==> src/rtl/szg_i2s2_pmod_tx_phy.sv <==
// I2S transmit PHY for the PMOD-I2S2 line-out DAC.
// One free-running counter derives MCLK/SCLK/LRCK; one stereo pair is shifted out per 512-clk frame.
module szg_i2s2_pmod_tx_phy #(
   parameter int DATA_WIDTH = 24
) (
   input  logic                  clk,
   input  logic                  reset,
   input  logic                  in_valid,
   output logic                  in_ready,
   input  logic [DATA_WIDTH-1:0] l_channel,
   input  logic [DATA_WIDTH-1:0] r_channel,
   output logic                  tx_mclk,
   output logic                  tx_lrck,
   output logic                  tx_sclk,
   output logic                  tx_sdout,
   output logic                  frame_start,
   output logic                  underflow
);

   logic [8:0]            cnt;
   logic [DATA_WIDTH-1:0] hold_l;
   logic [DATA_WIDTH-1:0] hold_r;
   logic                  hold_valid;
   logic                  started;
   logic [63:0]           shift;
   logic [63:0]           frame;
   logic [31:0]           slot_l;
   logic [31:0]           slot_r;
   logic                  load;
   logic                  sclk_fall;
   logic                  accept;

   assign load      = (cnt == 9'd511);
   assign sclk_fall = (cnt[2:0] == 3'b111);
   assign accept    = in_valid && in_ready;

   // Clock outputs are raw counter bits, so they come straight from flops.
   assign tx_mclk = cnt[0];
   assign tx_sclk = cnt[2];
   assign tx_lrck = cnt[8];

   always_ff @(posedge clk or posedge reset) begin
      if (reset) begin
         cnt <= '0;
      end else begin
         cnt <= cnt + 9'd1;
      end
   end

   // Each 32-bit slot is a leading zero, the sample MSB-first, then zero padding.
   always_comb begin
      slot_l = '0;
      slot_r = '0;
      if (hold_valid) begin
         slot_l = 32'(hold_l) << (31 - DATA_WIDTH);
         slot_r = 32'(hold_r) << (31 - DATA_WIDTH);
      end
      frame = {slot_l, slot_r};
   end

   // in_ready is held low on the accept edge itself so a second pair can never overwrite the first.
   always_ff @(posedge clk or posedge reset) begin
      if (reset) begin
         hold_l     <= '0;
         hold_r     <= '0;
         hold_valid <= 1'b0;
         in_ready   <= 1'b0;
      end else begin
         if (accept) begin
            hold_l <= l_channel;
            hold_r <= r_channel;
         end
         hold_valid <= accept || (hold_valid && !load);
         in_ready   <= !hold_valid && !accept;
      end
   end

   // The load edge is also an SCLK falling edge; the frame replaces the shifter there.
   always_ff @(posedge clk or posedge reset) begin
      if (reset) begin
         shift       <= '0;
         tx_sdout    <= 1'b0;
         frame_start <= 1'b0;
         underflow   <= 1'b0;
         started     <= 1'b0;
      end else begin
         frame_start <= load;
         underflow   <= load && !hold_valid && started;
         if (load) begin
            started  <= 1'b1;
            tx_sdout <= frame[63];
            shift    <= frame << 1;
         end else if (sclk_fall) begin
            tx_sdout <= shift[63];
            shift    <= shift << 1;
         end
      end
   end

endmodule
==> config.mk <==
export PLATFORM = sky130hd
export DESIGN_NAME = szg_i2s2_pmod_tx_phy
export DESIGN_NICKNAME = d
export VERILOG_FILES = /design/src/rtl/szg_i2s2_pmod_tx_phy.sv
export SDC_FILE = /design/constraint.sdc
export NUM_CORES = 1
export LEC_CHECK = 0
export ABC_AREA = 1
export CAP_MARGIN = 20
export CORE_MARGIN = 5
export CORE_UTILIZATION = 45
export CTS_CLUSTER_DIAMETER = 100
export DETAILED_ROUTE_END_ITERATION = 16
export PLACE_DENSITY = 0.66
export SYNTH_ARGS = -nofsm -noshare
export SYNTH_HDL_FRONTEND = slang
export SYNTH_SLANG_ARGS = --single-unit
==> constraint.sdc <==
create_clock -name clk -period 10.9 [get_ports clk]
set_input_delay 2.18 -clock clk [delete_from_list [all_inputs] [get_ports clk]]
set_output_delay 2.18 -clock clk [all_outputs]
set_load 0.01 [all_outputs]
==> impl_table.tex <==
\begin{tabular}{lr}
\hline
Metric & Value \\
\hline
\multicolumn{2}{l}{\textbf{Timing}} \\
\quad Setup repair after global routing missed its margin & false \\
\quad Worst clock skew & 0.00329 ns \\
\quad Fin worst setup slack & 7.13 ns \\
\quad Number of setup violations in the final report & 0 \\
\quad Portion of the clock cycle consumed by the worst path in the final layout & 34.6\% \\
\quad Least-Margin Pin Slew & 0.924 ns \\
\quad Tmin final & 3.77 ns \\
\quad Max frequency & 0.265 GHz \\
\quad Hold Fails Final Rpt & 0 \\
\quad Worst slew slack as a fraction of its limit & 38.4\% \\
\quad Number of pins exceeding their max-slew limit in the final report & 0 \\
\quad Setup Total Neg Slack & 0 ns \\
\multicolumn{2}{l}{\textbf{Logic synthesis}} \\
\quad Synthesized area & 5060 um2 \\
\quad Number of warnings issued by yosys & 0 \\
\quad Post-synthesis sequential area ratio & 58.8\% \\
\quad Post-synthesis sequential element count & 119 \\
\quad Proportion of netlist area held by the largest area contributor & 58.8\% \\
\quad Post-Syn Instances & 618 \\
\quad Syn avg cell area & 8.19 um2 \\
\quad Synthesized net count & 673 \\
\quad Unique cell type count in the Yosys netlist & 19 \\
\quad Most area-consuming cells after synthesis & dfrtp\_1, nand2\_1, o21ai\_1, inv\_1, nand3\_1 \\
\quad Top cell type by total area after synthesis & dfrtp\_1 \\
\multicolumn{2}{l}{\textbf{Clock network}} \\
\quad Max H-tree Level & 4 \\
\quad Number of buffers inserted by hold repair at cts & 0 \\
\quad Maximum buffer depth of the clock tree & 2 \\
\quad CTS Buf Count & 17 \\
\quad Buffer type at the clock tree root & clkbuf\_16 \\
\quad Count of instances resized after the clock tree is built & 0 \\
\quad Clock insertion delay at the later pin of the skew report & 0.40 ns \\
\quad CTS tree & done \\
\quad Number of sinks driven by the clock tree & 119 \\
\quad Clock transition at the registers of the reported paths & 0.05 ns \\
\quad Number of buffers inserted to repair setup after CTS & 0 \\
\multicolumn{2}{l}{\textbf{Die}} \\
\quad Number of I/O pins & 58 \\
\quad Area of the die & 13,500 um2 \\
\quad Die span in y & 116 um \\
\quad Rows & 38 \\
\quad Starting density of the core & 46.3\% \\
\quad Placeable core area & 10,900 um2 \\
\quad Die X & 116 um \\
\multicolumn{2}{l}{\textbf{Final layout}} \\
\quad Proportion of layout cells with a drive suffix above 1 & 4.87\% \\
\quad Antenna diode count & 0 \\
\quad Multi-input combinational cell area & 1770 um2 \\
\quad Synthesis-to-layout area growth & 23.1\% \\
\quad Final-layout fill cell count & 985 \\
\quad Net count of the finished layout & 721 \\
\quad FF/Latch Area & 2980 um2 \\
\multicolumn{2}{l}{\textbf{Critical path}} \\
\quad Critical Path End Type & flop \\
\quad Required arrival time at the worst endpoint & 11.17 ns \\
\quad Ordered list of cells on the worst path & clkdlybuf4s50\_1, nand2\_1, inv\_2, buf\_12, o21ai\_0 \\
\quad Largest fanout of any net on the critical path & 53 \\
\quad Standard cell with the maximum stage delay on the critical path & inv\_2 \\
\quad Data arrival time of the worst path & 4.05 ns \\
\quad Setup crit start kind & primary input \\
\quad Crit path kind & in -> reg \\
\quad Stage delay of the slowest cell on the critical path & 0.54 ns \\
\multicolumn{2}{l}{\textbf{Detailed routing}} \\
\quad Routed vias/inst & 4.83 \\
\quad Number of search-and-repair iterations in the first detailed-routing pass & 4 \\
\quad Antenna-violating nets left & 0 \\
\quad Count of routing violations after the opening detailed-route iteration & 280 \\
\quad Sum of routed wire length over all layers & 10.3 mm \\
\quad Routed via count & 3,955 \\
\quad Post-route DRC & 0 \\
\quad Routed len/inst & 12.5 um \\
\multicolumn{2}{l}{\textbf{Global route}} \\
\quad Antenna violations before repair & 0 \\
\quad Total overflow reported by the global router & 0 \\
\quad Largest net degree at the start of global routing & 77 \\
\quad Vias in the first global route & 3,969 \\
\quad Gr usage total & 17.0\% \\
\quad Wire length of the first global-routing pass & 18.0 mm \\
\multicolumn{2}{l}{\textbf{Status}} \\
\quad Run status & complete, no violations \\
\multicolumn{2}{l}{\textbf{Hold path}} \\
\quad Hold/Removal Path Class & reg -> reg \\
\multicolumn{2}{l}{\textbf{Pwr}} \\
\quad Leakage Power & 3.19 nW \\
\quad Power per cell area & 180 nW/um2 \\
\quad Worst supply voltage drop on vdd & 0.0000903 V \\
\quad PnR Total Power & 0.00112 W \\
\multicolumn{2}{l}{\textbf{Placed design}} \\
\quad Post-Place Worst Slack & 6.28 ns \\
\quad GPL Wtd Cong & 0.712 \\
\quad DPL Wire Length & 6.18 mm \\
\quad IO buf count & 57 \\
\multicolumn{2}{l}{\textbf{Flow run}} \\
\quad Number of maximum-capacitance violations & 0 \\
\hline
\end{tabular}
## where the power goes
part	leakage [nW]	internal [W]	switching, W
Combinational	1.36	0.0000436	0.0000552
Sequential	1.57	0.000502	0.0000254
Clock	0.258	0.000319	0.000176
Total	3.19	0.000864	0.000257
## synth_stat cells
cell type and n:
o22ai_1 6, o21ai_1 39, nand3_1 26, inv_1 41, nor3_1 1, ha_1 4, xnor2_1 2, nand2_1 318
nor2_1 6, clkbuf_2 1, buf_4 5, nor2_2 1, clkbuf_1 11, o21ai_0 19, inv_2 3, nand2_2 1
dfrtp_1 119, buf_2 14, a21oi_1 1
## stage by stage
step / utilization (%) / std cells / instance area (um2) / hold slack [ns]
floorplan: - / 618 / 5060 / 0.422
global placement: 51.9 / 786 / 5680 / 0.436
detailed placement: 51.9 / 786 / 5680 / 0.446
CTS: 56.8 / 817 / 6210 / 0.459
global route: 57.0 / 818 / 6230 / 0.488
finish: 57.0 / 818 / 6230 / 0.451
## per-layer routing
| layer | global-route usage (%) | part of all wire (%) | vias up |
|---|---|---|---|
| met1 | 21.6 | 47 | 1890 |
| met3 | 4.49 | 3.5 | 15 |
| li1 | - | - | 2000 |
| met2 | 27.7 | 48 | 50 |
| met4 | 6.73 | 1.5 | 0 |
| met5 | 0 | 0 | - |
## layout make-up
cell class / instances / share of cell area, %
flip-flops and latches: 119 / 47.8
repair buffers: 60 / 9.72
multi-input cells: 424 / 28.4
clock buffers: 29 / 8.36
well taps: 140 / 2.81
clock inverters: 2 / 0.201
inverters: 44 / 2.69
## worst max-delay path, delay by kind of cell
kind | cells | cell delay [ns]
compound gates | 1 | 0.13
buf+inv | 3 | 1.27
simple gates | 1 | 0.44
## logic make-up after synthesis
logic type | Yosys count | synth area share [%]
and+or+nand+nor | 353 | 26.9
xor gates and xnor gates | 2 | 0.346
DFF | 119 | 58.8
AOI/OAI and AO/OA | 65 | 6.58
buffers and inverters | 75 | 6.30
adders and majority gates | 4 | 0.989
## worst paths after layout
path                                startpoint                endpoint  slack (ns)  cells after the start
max in group asynchronous                reset   shift[53]$_DFFE_PP0P_        7.39                      3
setup / recovery                      in_valid  hold_r[14]$_DFFE_PP0P_        7.13                      5
hold reg to reg            started$_DFFE_PP0N_     started$_DFFE_PP0N_        0.45                      2
min in group asynchronous                reset   hold_r[9]$_DFFE_PP0P_        2.19                      2
hold / removal             started$_DFFE_PP0N_     started$_DFFE_PP0N_        0.45                      2
setup reg to reg              cnt[0]$_DFF_PP0_   shift[26]$_DFFE_PP0P_        7.92                     10
## registers in the layout (all words and copies together) (netlist names)
signal and count:
shift 56, hold_l 24, hold_r 24, cnt 9, frame_start 1, hold_valid 1, in_ready 1, started 1
tx_sdout 1, underflow 1
## cells in the final DEF (no fill, tap or decap), drive strengths merged
cell type and instances:
xnor2 2, a21oi 1, o21ai 58, dfrtp 119
clkdlybuf4s50 57, ha 4, clkbuf 29, clkinv 1
nor3 1, nand3 26, nand2 319, inv 44
clkinvlp 1, nor2 7, o22ai 6, buf 3
Power figures use the tool's default switching activity.
